`config.mk`:
```
export PLATFORM = sky130hd
export DESIGN_NAME = count_mod_updown
export DESIGN_NICKNAME = d
export VERILOG_FILES = /design/src/rtl/clk_set_pkg.sv /design/src/rtl/edge_rise.sv /design/src/rtl/count_mod_updown.sv
export SDC_FILE = /design/constraint.sdc
export NUM_CORES = 1
export LEC_CHECK = 0
export BUFFER_PORTS_ARGS = -buffer_cell sky130_fd_sc_hd__buf_2
export CAP_MARGIN = 20
export CORE_MARGIN = 10
export CORE_UTILIZATION = 36
export CTS_BUF_LIST = sky130_fd_sc_hd__clkbuf_8
export DETAILED_ROUTE_END_ITERATION = 6
export GPL_ROUTABILITY_DRIVEN = 0
export PLACE_DENSITY_LB_ADDON = 0.08
export SKIP_LAST_GASP = 1
export SYNTH_ARGS = -nofsm -noshare
export SYNTH_HDL_FRONTEND = slang
export SYNTH_SLANG_ARGS = --single-unit
```
`constraint.sdc`:
```
create_clock -name clk -period 4.4 [get_ports clk]
set_input_delay 0.22 -clock clk [delete_from_list [all_inputs] [get_ports clk]]
set_output_delay 0.22 -clock clk [all_outputs]
set_load 0.01 [all_outputs]
```
`src/rtl/clk_set_pkg.sv`:
```
// Shared constants for the clock/date-setting datapath.
// Provides the moduli for each time field, their widths, and a constant
// function for deriving a counter width from a modulus.
package clk_set_pkg;

    localparam int unsigned SEC_MOD = 60;
    localparam int unsigned MIN_MOD = 60;
    localparam int unsigned HR_MOD  = 24;
    localparam int unsigned DAY_MOD = 31;

    localparam int unsigned W_SEC = 6;
    localparam int unsigned W_HR  = 5;

    // Smallest r with 2**r >= n (n >= 1).
    function automatic int unsigned clog2(input int unsigned n);
        int unsigned r;
        r = 0;
        for (int i = 0; i < 32; i++) begin
            if ((64'd1 << i) < 64'(n)) begin
                r = unsigned'(i + 1);
            end
        end
        return r;
    endfunction

endpackage

```
`src/rtl/edge_rise.sv`:
```
// 1-bit synchronous rising-edge detector.
// Ports:
//   clk_i     - clock
//   reset_i   - synchronous active-high reset
//   d_i       - level input
//   rise_c_o  - combinational pulse, high in the cycle d_i goes 0 -> 1
module edge_rise (
    input  logic clk_i,
    input  logic reset_i,
    input  logic d_i,
    output logic rise_c_o
);

    logic d_q;

    // History follows the input even in reset, so a level held through
    // reset release is not mistaken for a new edge.
    always_ff @(posedge clk_i) begin
        d_q <= d_i;
    end

    assign rise_c_o = d_i & ~d_q & ~reset_i;

endmodule

```
`src/rtl/count_mod_updown.sv`:
```
// Parametrised modulo-MOD up/down counter with load, optional saturation,
// optional edge-qualified requests and registered carry/borrow pulses for
// cascading (seconds -> minutes -> hours).
// Ports:
//   clk, reset     - clock, synchronous active-high reset
//   en             - enables up/down stepping (not load)
//   up, down       - increment / decrement requests
//   load, din      - synchronous load; din >= MOD clamps to MOD-1
//   q              - current count, 0..MOD-1
//   carry, borrow  - one-cycle registered wrap pulses
//   at_max, at_min - combinational q == MOD-1 / q == 0
module count_mod_updown
    import clk_set_pkg::*;
#(
    parameter int unsigned MOD      = SEC_MOD,
    parameter int unsigned W        = clog2(MOD),
    parameter bit          SATURATE = 1'b0,
    parameter bit          EDGE_IN  = 1'b1
) (
    input  logic         clk,
    input  logic         reset,
    input  logic         en,
    input  logic         up,
    input  logic         down,
    input  logic         load,
    input  logic [W-1:0] din,
    output logic [W-1:0] q,
    output logic         carry,
    output logic         borrow,
    output logic         at_max,
    output logic         at_min
);

    localparam logic [W-1:0] MAX_Q = W'(MOD - 1);
    // One extra bit so MOD == 2**W is representable in the load clamp.
    localparam logic [W:0]   MOD_X = (W+1)'(MOD);

    logic         inc_req;
    logic         dec_req;
    logic [W-1:0] q_q;
    logic [W-1:0] q_d;
    logic         carry_q;
    logic         carry_d;
    logic         borrow_q;
    logic         borrow_d;

    // Request qualification: edge-detected or raw level.
    generate
        if (EDGE_IN) begin : g_edge
            edge_rise u_up_edge (
                .clk_i    (clk),
                .reset_i  (reset),
                .d_i      (up),
                .rise_c_o (inc_req)
            );
            edge_rise u_down_edge (
                .clk_i    (clk),
                .reset_i  (reset),
                .d_i      (down),
                .rise_c_o (dec_req)
            );
        end else begin : g_level
            assign inc_req = up;
            assign dec_req = down;
        end
    endgenerate

    // Next-state: load, then simultaneous up+down (hold), then up, then down.
    always_comb begin
        q_d      = q_q;
        carry_d  = 1'b0;
        borrow_d = 1'b0;
        if (load) begin
            q_d = ({1'b0, din} < MOD_X) ? din : MAX_Q;
        end else if (en && inc_req && !dec_req) begin
            if (q_q != MAX_Q) begin
                q_d = q_q + W'(1);
            end else if (!SATURATE) begin
                q_d     = '0;
                carry_d = 1'b1;
            end
        end else if (en && dec_req && !inc_req) begin
            if (q_q != '0) begin
                q_d = q_q - W'(1);
            end else if (!SATURATE) begin
                q_d      = MAX_Q;
                borrow_d = 1'b1;
            end
        end
    end

    always_ff @(posedge clk) begin
        if (reset) begin
            q_q      <= '0;
            carry_q  <= 1'b0;
            borrow_q <= 1'b0;
        end else begin
            q_q      <= q_d;
            carry_q  <= carry_d;
            borrow_q <= borrow_d;
        end
    end

    assign q      = q_q;
    assign carry  = carry_q;
    assign borrow = borrow_q;
    assign at_max = (q_q == MAX_Q);
    assign at_min = (q_q == '0);

endmodule

```
======== After elaboration in Yosys (flattened, before gate mapping) ========
Index checks and enable logic that the tools add are counted.
W data, S select, Z words.
storage, ports and cells
  RAM bits ................................ 0
  output and inout port bits .............. 10
  logic and storage cells ................. 38
  ROM bits ................................ 0
  latch bits .............................. 0
  memories ................................ 0
  input port bits ......................... 12
  bits in registers ....................... 10
operators by class
  bitwise operators ....................... 9
  equality and inequality tests ........... 2
  $lt $le $gt $ge ......................... 1
  divide/modulo/power cells ............... 0
  $add $sub $neg .......................... 2
  reduce and logical (&&, ||, !) cells .... 11
  shift operators ......................... 0
  $mul .................................... 0
  multiplexer cells ....................... 8
operator list
  kind                   number
  $mux W6                6
  $add A6 B1 Y6 const B  1
  $eq A6 B6 Y1 const B   1
  $logic_not A6 Y1       1
  $lt A6 B6 Y1 const B   1
  $ne A6 B6 Y1 const B   1
  $reduce_bool A6 Y1     1
  $sub A6 B1 Y6 const B  1
  $not A1 Y1             5
  $and A1 B1 Y1          4
  $logic_and A1 B1 Y1    4
  $reduce_or A4 Y1       1
  $reduce_bool A3 Y1     1
  $reduce_or A3 Y1       1
  $logic_not A1 Y1       2
  $mux W1                2

======== Longest topological paths before layout ========
Gate-level depths: netlist of run 1.
  depth in word-level cells ............... 8
  gate-level depth with buffers ........... 8
  mapped depth without buffers ............ 8

======== Cells and area by module ========
From an unflattened synthesis of run 1, not the netlist that was laid out.
second synthesis, totals
  cell total of the unflattened synthesis .. 102
  area, all modules ....................... 817.0 um2
modules (own cells, without submodules)
  module            cells an instance  seq. area each (um2)  times used  area each (um2)
  count_mod_updown  98                 160.2                 1           752.0
  edge_rise         2                  20.0                  2           32.5

======== Least setup slack after synthesis of run 1 ========
No wires, ideal clock.
  path kind ............................... register to register
  start ................................... reg q_q[2], in the netlist q[2]
  end ..................................... reg q_q[5], in the netlist q[5]
  buffers on the path ..................... 1
  arrival ................................. 1.700 ns
  path slack .............................. 2.609 ns
  library setup time ...................... 0.091 ns
  data required time ...................... 4.309 ns
  clock period less this slack ............ 1.791 ns
  stages on the path, launching flop included .. 7
  path through ............................ dfxtp_1 buf_2 and3_1 nand3_1 xor2_4 or4_1 a311oi_1
on the way
  longest elaborated chain between the ends .. 5
  elaborated cells on any way between the ends .. 9
  classes of those cells .................. add/sub: 2; eq/ne: 1; mux: 5; reduce/logical: 1
ends and longest elaborated chain
  item                                                 RTL line                                        source
  start: declaration                                   count_mod_updown.sv:40                          logic [W-1:0] q_q;
  start signal: assignment                             count_mod_updown.sv:98                          q_q <= q_d;
  $sub A6 B1 Y6 or $reduce_bool A6 Y1 (tied branches)  count_mod_updown.sv:84, count_mod_updown.sv:83
  $mux W6                                              count_mod_updown.sv:83                          if (q_q != '0) begin
  $mux W6                                              count_mod_updown.sv:82                          end else if (en && dec_req && !inc_req) begin
  $mux W6 (*)                                          count_mod_updown.sv:75                          end else if (en && inc_req && !dec_req) begin
  $mux W6 (*)                                          count_mod_updown.sv:73                          if (load) begin
Every way passes the cells marked *; elsewhere a longest branch is shown, timed or not. The select of a mux whose other input is x is not followed.
A chain may end at the register's enable or synchronous reset.

======== Worst setup path in the final report of run 1 ========
Ends and elaborated chain as after synthesis.

==> out/summary.txt, run 1 <==
DRT iter0 DRCs -> 16
Ys async rst share -> 0%
Post-Synth Simple-Gate Area -> 26.8%
DR DRC count -> 0
Final Util -> 46.9%
Worst reg2reg path endpoint -> q[5]$_SDFFE_PP0P_
Total grt overflow -> 0
Reg area -> 200 um^2
Postcts setup bufs -> 0
ANT nets after route -> 0
Setup_tns -> 0 ns
TritonCTS Buffers -> 3
Vias in the first global route -> 731
Combinational fraction of design power -> 22.5%
Design Area, Final -> 911 um^2
Yosys reg bits -> 10
Worst reg-to-reg path cell count -> 5
Fin. max-slew vios -> 0
Initial antenna violation count -> 0
Synth Area in Adders -> 5.12%
Worst-skew pair later-pin latency -> 0.24 ns
Post-synthesis xor/xnor area fraction -> 6.14%
Width of the die -> 65.1 um
Post-Synthesis Cells -> 89
Synth unique cells -> 42
Clock root cell -> clkbuf_8
First-pass GRT wire length -> 3.42 mm
Rel. slew slack -> 70.9%
Worst Slack Setup Final -> 2.48 ns
Hold path start -> down
Total track usage -> 10.0%
Area after DPL -> 856 um^2
H-tree depth -> 1
Area Overhead vs Synth -> 24.2%
Switching pwr -> 86.5 uW
# Max-Cap Violations -> 0
Largest net degree at the start of global routing -> 12
Sw frac -> 29.7%
Fillers -> 198
Die Ht -> 65.1 um
Final net count -> 126
Critical Path Fanout Max -> 11
Proportion of layout cells with a drive suffix above 1 -> 29.1%
Top FF cell, synth -> dfxtp_1
F_max -> 0.522 GHz
Hold depth -> 1
CTS tree -> done
Met1 Usage GRT -> 11.5%
Status -> complete, no violations
Clk pwr share -> 40.6%
Crit end category -> flop
Register area share after synthesis -> 27.3%
CTS Sinks -> 10
EDFF count, synth -> 0
Top cell type's share of synthesized area -> 27.3%
Io pins -> 22
Commonest cells in the netlist -> dfxtp_1, nand3_1, inv_1, nor2_1
Tightest Pin Transition -> 0.436 ns
Post-DR wirelength/cell -> 15.1 um
Startpoint Class -> flop
Clk slew on worst S/H paths -> 0.05 ns
Fin Clk Skew -> 0.00504 ns
Flop2flop setup slack -> 2.48 ns
Core area -> 1940 um^2
Area fraction in compound gates after synthesis -> 25.6%
P_leak -> 0.398 nW
Final Critical Period -> 1.92 ns
Total Routed Length -> 2.07 mm
Post_cts resized -> 0
Pwr Density -> 320 nW/um^2
Yosys warning count -> 0
# diodes -> 0
WP data required -> 4.55 ns
Synthesized cell area -> 733 um^2
Area contributors post-synth -> dfxtp_1, nand3_1, ha_1, xor2_4, a21oi_1
Port Buffers -> 21
Power share of the sequential group -> 36.9%
Period utilization -> 43.6%
Pint -> 205 uW
Cell Rows -> 16
Placed insts -> 133
Vias/cell -> 5.27
Multiplexer share of the synthesized area -> 2.73%
Cell taking the most area after synthesis -> dfxtp_1
Detailed placer's ending HPWL -> 1.61 mm
Multi-input gate area -> 487 um^2
Largest family of logic cells by synthesized area -> simple AND/OR/NAND/NOR gates
Post-route non-filler standard cell count -> 137
Final hold violations -> 0
Setup CP Type -> reg -> reg
Setup WS pre-CTS -> 2.51 ns
Post-CTS Hold Buffers -> 0
Top-count cell post-synth -> dfxtp_1
Die area -> 4240 um^2
Clk buf depth -> 2
Starting density of the core -> 37.8%
Syn Nets -> 104
RSZ-0062 raised after global routing -> no
Hold Path Sink -> g_edge.u_down_edge.d_q$_DFF_P_
Max VDD drop -> 0.254 mV
TritonRoute pass-1 iters -> 4
GRT met2 Usage -> 16.1%
Most used routing layer -> met2
M3 GR Usage -> 3.22%
Crit path arrival time -> 2.07 ns
Reg-to-Reg Start -> q[2]$_SDFFE_PP0P_
Final setup viols -> 0
Total number of vias -> 722
Class of the worst hold path -> in -> reg
Mapped Avg Cell Area -> 8.24 um^2
Final total power -> 292 uW
Final hold slack -> 0.0876 ns
[registers in the layout (all words and copies together) (netlist names)]
register,flops
g_edge.u_down_edge.d_q,1
borrow,1
q,6
carry,1
g_edge.u_up_edge.d_q,1
[layout make-up]
cell class	count	area share (%)
Sequential cell	10	22.0
Multi-Input combinational cell	67	53.4
Tap cell	27	3.71
Clock buffer	4	6.04
Timing Repair Buffer	21	11.5
Inverter	8	3.30
[worst max-delay path, stage by stage, from the launching register on]
cell and delay [ns]:
dfxtp_1 0.52, and3_1 0.25, nand3_1 0.19, xor2_4 0.20
or4_1 0.41, a311oi_1 0.25
[cell usage in the layout (no fill, tap or decap), types with 2 or more instances in the layout]
| cell type | instances |
|---|---|
| nand2_1 | 3 |
| ha_1 | 3 |
| buf_2 | 21 |
| o21ai_0 | 5 |
| dfxtp_1 | 10 |
| nor2b_1 | 2 |
| o21ai_1 | 2 |
| nand2b_1 | 2 |
| a21oi_1 | 5 |
| nor3_1 | 2 |
| nor2_1 | 6 |
| a21o_2 | 2 |
| inv_2 | 2 |
| inv_1 | 6 |
| xnor2_1 | 2 |
| clkbuf_8 | 4 |
| nand3_1 | 8 |
| mux2i_1 | 2 |
[kinds of logic after synthesis]
| group | count (synthesis) |
|---|---|
| xor gates and xnor gates | 3 |
| adders and majority gates | 3 |
| muxes | 2 |
| DFF | 10 |
| buffers and inverters | 12 |
| AOI/OAI and AO/OA | 27 |
| and+or+nand+nor | 32 |
[worst max path at each step]
stage	startpoint	end	slack [ns]	cells after the start
2_1_floorplan	q[2]$_SDFFE_PP0P_	q[5]$_SDFFE_PP0P_	2.61	6
3_3_place_gp	q[2]$_SDFFE_PP0P_	q[5]$_SDFFE_PP0P_	2.45	5
3_5_place_dp	reset	q[5]$_SDFFE_PP0P_	2.51	6
4_1_cts	q[2]$_SDFFE_PP0P_	q[5]$_SDFFE_PP0P_	2.48	5
5_1_grt	q[0]$_SDFFE_PP0P_	q[2]$_SDFFE_PP0P_	2.34	8
6_report	q[2]$_SDFFE_PP0P_	q[5]$_SDFFE_PP0P_	2.48	5
[layer usage]
metal / wire length [um] / up-vias
met5: 0 / -
li1: - / 372
met4: 39 / 0
met2: 1000 / 17
met3: 96 / 4
met1: 929 / 329
[power groups by stage]
stage | Clock, mW | Sequential [mW] | Combinational, mW
after floorplan | 0 | 0.106 | 0.0461
after global placement | 0 | 0.109 | 0.0659
after detailed placement | 0 | 0.109 | 0.0652
after CTS | 0.121 | 0.107 | 0.0665
after global routing | 0.123 | 0.109 | 0.0736
final | 0.118 | 0.108 | 0.0656
Note: power is estimated with default switching activity, not from simulation.
==> run 2, diff against run 1 <==
- clock period: 4.4 -> 1.97 ns (I/O delays scaled with it)
==> run 2 against run 1 <==
Sequential power increased by 110%. Die area is the same. Sequential share of layout area down 1.3 points. Global-route usage up 0.40 points. Non-clock buffer count increased by 10. Setup slack got worse by 2.4 ns. Clock skew fell by 0.0030 ns. Flip-flop and latch count unchanged. First-iteration DRC count grew 120%. Cell area is 7.6% higher. Largest power group is now sequential cells. Utilization up 3.5 points.
==> out/summary.txt, run 2 (synthesis results as in run 1) <==
RSZ-0062 raised after global routing -> no
Setup CP Type -> in -> reg
Width of the die -> 65.1 um
Final Critical Period -> 1.85 ns
Starting density of the core -> 37.8%
Cell Rows -> 16
Die area -> 4240 um^2
F_max -> 0.540 GHz
Port Buffers -> 21
TritonRoute pass-1 iters -> 4
Pint -> 434 uW
Final total power -> 624 uW
# diodes -> 0
Period utilization -> 94.0%
Power share of the sequential group -> 37.0%
Fin. max-slew vios -> 0
CTS Sinks -> 10
P_leak -> 0.441 nW
Post-DR wirelength/cell -> 15.0 um
Total Routed Length -> 2.19 mm
H-tree depth -> 1
DRT iter0 DRCs -> 35
Status -> complete, no violations
Total track usage -> 10.4%
Setup_tns -> 0 ns
Final setup viols -> 0
Proportion of layout cells with a drive suffix above 1 -> 34.5%
Largest net degree at the start of global routing -> 12
Hold path start -> din[4]
Clk slew on worst S/H paths -> 0.05 ns
Reg-to-Reg Start -> q[0]$_SDFFE_PP0P_
Area after DPL -> 908 um^2
Worst-skew pair later-pin latency -> 0.24 ns
Fillers -> 196
Worst reg-to-reg path cell count -> 8
Switching pwr -> 190 uW
Hold Path Sink -> q[4]$_SDFFE_PP0P_
TritonCTS Buffers -> 3
Fin Clk Skew -> 0.00203 ns
Rel. slew slack -> 73.2%
# Max-Cap Violations -> 0
Setup WS pre-CTS -> 0.0658 ns
Initial antenna violation count -> 0
ANT nets after route -> 0
Commonest non-fill, non-tap cell in the layout -> buf_2
Tightest Pin Transition -> 0.399 ns
Hold depth -> 3
CTS tree -> done
Sw frac -> 30.4%
Pwr Density -> 637 nW/um^2
Worst reg2reg path endpoint -> q[2]$_SDFFE_PP0P_
Clk buf depth -> 2
Flop2flop setup slack -> 0.15 ns
Class of the worst hold path -> in -> reg
Detailed placer's ending HPWL -> 1.73 mm
Die Ht -> 65.1 um
Total number of vias -> 772
Crit path arrival time -> 1.97 ns
Combinational fraction of design power -> 28.9%
Worst Slack Setup Final -> 0.119 ns
Vias/cell -> 5.29
Crit end category -> flop
Max reg flops -> 6
Vias in the first global route -> 707
Total grt overflow -> 0
DR DRC count -> 0
Critical Path Fanout Max -> 5
Max VDD drop -> 0.440 mV
Clk pwr share -> 34.0%
Area Overhead vs Synth -> 33.6%
Design Area, Final -> 980 um^2
Final hold violations -> 0
Commonest cells after routing, fill and taps aside -> buf_2, nand3_1, dfxtp_1, buf_4
Io pins -> 22
Final net count -> 136
Startpoint Class -> input port
First-pass GRT wire length -> 3.53 mm
Core area -> 1940 um^2
Clock root cell -> clkbuf_8
WP data required -> 2.09 ns
run 2: cell type report:
type                    instances  area [um^2]  share of cell area [%]
inverters                       8         30.0                    3.07
well taps                      27         33.8                    3.45
multi-input cells              67          487                    49.7
clock buffers                   3         41.3                    4.21
flip-flops and latches         10          203                    20.7
repair buffers                 31          185                    18.9
run 2: worst max-delay path by stage:
stage / start / to / slack [ns] / cells past startpoint
after floorplan: q[2]$_SDFFE_PP0P_ / q[5]$_SDFFE_PP0P_ / 0.18 / 6
after global placement: q[0]$_SDFFE_PP0P_ / q[2]$_SDFFE_PP0P_ / 0.05 / 8
after detailed placement: q[0]$_SDFFE_PP0P_ / q[2]$_SDFFE_PP0P_ / 0.07 / 8
after CTS: q[0]$_SDFFE_PP0P_ / q[2]$_SDFFE_PP0P_ / 0.05 / 8
after global routing: q[0]$_SDFFE_PP0P_ / q[2]$_SDFFE_PP0P_ / 0.004 / 8
final: down / q[3]$_SDFFE_PP0P_ / 0.12 / 7
run 2: layer usage:
layer / vias to the layer above / GRT usage, % / routed length (um)
met5: - / 0 / 0
met2: 27 / 14.0 / 982
li1: 391 / - / -
met3: 4 / 3.56 / 153
met1: 350 / 13.7 / 1020
met4: 0 / 6.42 / 36
run 2: power by group through the flow:
stage	registers (mW)	logic [mW]	clock network, mW
floorplan	0.237	0.103	0
global route	0.233	0.200	0.225
CTS	0.230	0.177	0.216
global placement	0.234	0.175	0
detailed placement	0.234	0.173	0
finish	0.231	0.181	0.213
run 2: repair_timing:
item,4_1_cts,5_1_grt
buffers inserted,0,1
hold buffers,2,0
resized for setup,0,2
setup endpoints to repair,0,2
endpoints found under the hold margin,2,0
run 2: critical path, stage by stage:
cell and delay [ns]:
dlygate4sd3_1 0.51, buf_2 0.10, nor2b_1 0.31, nand3_1 0.26, o311ai_1 0.32, a21oi_1 0.11, a32o_1 0.25
run 2: per-stage QoR:
step / cells / hold WS (ns) / utilization [%]
final: 146 / 0.126 / 50.5
after global routing: 146 / 0.141 / 50.5
after CTS: 145 / 0.123 / 49.9
after detailed placement: 140 / 0.217 / 46.8
after global placement: 140 / 0.214 / 46.8
after floorplan: 89 / 0.126 / -
==> run 3, diff against run 2 <==
- CORE_UTILIZATION: 36 -> 30
- MAX_ROUTING_LAYER: default -> met4
==> run 3 against run 2 <==
First-iteration DRC count decreased by 14%. Cell count decreased by 1.4%. Combinational power decreased by 7%. Critical path type is now reg -> reg. Largest cell class unchanged. Highest routed layer is now met3.
==> out/summary.txt, run 3 (synthesis results as in run 1) <==
Setup WS pre-CTS -> 0.0994 ns
TritonCTS Buffers -> 3
Commonest cells after routing, fill and taps aside -> buf_2, dfxtp_1, nand3_1
Area Overhead vs Synth -> 31.7%
Post-DR wirelength/cell -> 15.6 um
First-pass GRT wire length -> 3.86 mm
Width of the die -> 69.4 um
Combinational fraction of design power -> 27.1%
Class of the worst hold path -> in -> reg
Final total power -> 621 uW
F_max -> 0.540 GHz
Hold depth -> 2
Hold path start -> din[3]
Power share of the sequential group -> 37.8%
WP data required -> 2.10 ns
ANT nets after route -> 0
# diodes -> 0
Total track usage -> 9.66%
Detailed placer's ending HPWL -> 1.80 mm
Pint -> 427 uW
DRT iter0 DRCs -> 30
H-tree depth -> 1
Clk slew on worst S/H paths -> 0.05 ns
Clock root cell -> clkbuf_8
Worst reg2reg path endpoint -> q[3]$_SDFFE_PP0P_
Sw frac -> 31.2%
Crit-path cells -> inv_1, ha_1, nor2b_1, nand2_1, inv_2, o311ai_1, a21oi_1, a32o_1
Design Area, Final -> 966 um^2
Most used routing layer -> met2
Fillers -> 229
Max VDD drop -> 0.432 mV
Startpoint Class -> flop
# Max-Cap Violations -> 0
TritonRoute pass-1 iters -> 4
Critical Path Fanout Max -> 7
Hold Path Sink -> q[3]$_SDFFE_PP0P_
Max reg flops -> 6
Final hold violations -> 0
Final Util -> 42.4%
Clk buf depth -> 2
Reg area -> 201 um^2
Status -> complete, no violations
DR DRC count -> 0
Die Ht -> 69.4 um
Largest net degree at the start of global routing -> 12
Worst Slack Setup Final -> 0.119 ns
Final setup viols -> 0
Crit path arrival time -> 1.98 ns
Port Buffers -> 21
P_leak -> 0.428 nW
Vias/cell -> 5.41
Initial antenna violation count -> 0
CP peak stage delay -> 0.43 ns
Total grt overflow -> 0
Clk pwr share -> 35.1%
Starting density of the core -> 32.2%
Multi-input gate area -> 495 um^2
M3 GR Usage -> 4.14%
Met1 Usage GRT -> 11.8%
WP buf/inv -> 2
Total Routed Length -> 2.25 mm
Die area -> 4820 um^2
CTS tree -> done
Total number of vias -> 779
Rel. slew slack -> 75.3%
Reg-to-Reg Start -> q[1]$_SDFFE_PP0P_
CP max stage cell -> dfxtp_1
Fin Clk Skew -> 0.00333 ns
Setup_tns -> 0 ns
Final Critical Period -> 1.85 ns
Pwr Density -> 643 nW/um^2
Proportion of layout cells with a drive suffix above 1 -> 33.6%
Core area -> 2280 um^2
Switching pwr -> 194 uW
RSZ-0062 raised after global routing -> no
Final net count -> 133
Io pins -> 22
Cell Rows -> 17
Vias in the first global route -> 805
GRT met2 Usage -> 14.4%
Period utilization -> 94.0%
Tightest Pin Transition -> 0.368 ns
Worst reg-to-reg path cell count -> 8
Flop2flop setup slack -> 0.12 ns
Worst-skew pair later-pin latency -> 0.24 ns
Setup CP Type -> reg -> reg
CP delay by family, top -> compound AO/OA/AOI/OAI gates
Commonest non-fill, non-tap cell in the layout -> buf_2
Area after DPL -> 895 um^2
CTS Sinks -> 10
Fin. max-slew vios -> 0
Crit end category -> flop
[run 3: cell type report]
type | instances | share of cell area [%]
inverter | 8 | 3.11
tap | 28 | 3.63
clock buffer | 3 | 4.27
timing repair buffer | 28 | 16.8
sequential | 10 | 20.9
multi-input combinational | 67 | 51.3
[run 3: what timing repair did]
| action | CTS | global route |
|---|---|---|
| buffers inserted | 0 | 0 |
| gates resized for setup | 0 | 3 |
| setup endpoints to repair | 0 | 2 |
| hold buffers | 2 | 0 |
| hold endpoints to repair | 2 | 0 |
[run 3: worst max-delay path by stage]
stage,from,endpoint,depth (start not counted)
2_1_floorplan,q[2]$_SDFFE_PP0P_,q[5]$_SDFFE_PP0P_,6
3_3_place_gp,q[0]$_SDFFE_PP0P_,q[3]$_SDFFE_PP0P_,8
3_5_place_dp,q[0]$_SDFFE_PP0P_,q[2]$_SDFFE_PP0P_,8
4_1_cts,q[0]$_SDFFE_PP0P_,q[3]$_SDFFE_PP0P_,8
5_1_grt,q[1]$_SDFFE_PP0P_,q[3]$_SDFFE_PP0P_,8
6_report,q[1]$_SDFFE_PP0P_,q[3]$_SDFFE_PP0P_,8
[run 3: worst register-to-register path: cells and delay by family, from the launching register on]
family / cells / cell delay (ns)
buffers and inverters: 2 / 0.19
AOI/OAI and AO/OA: 3 / 0.64
and+or+nand+nor: 2 / 0.29
adders and majority gates: 1 / 0.20
DFF: 1 / 0.43
[run 3: power by group through the flow]
stage	combinational, mW	clock [mW]	sequential (mW)
floorplan	0.103	0	0.237
global placement	0.163	0	0.238
detailed placement	0.163	0	0.238
CTS	0.166	0.222	0.234
global route	0.186	0.231	0.237
finish	0.168	0.218	0.235
[run 3: stage by stage]
stage / hold WS, ns / std cells
floorplan: 0.126 / 89
global placement: 0.212 / 139
detailed placement: 0.217 / 139
CTS: 0.103 / 144
global route: 0.117 / 144
finish: 0.109 / 144
[run 3: per-layer routing]
| metal | share of wire, % | wire length, um |
|---|---|---|
| met1 | 48 | 1080 |
| met4 | 0 | 0 |
| met2 | 45 | 1020 |
| met5 | 0 | 0 |
| met3 | 6.7 | 152 |
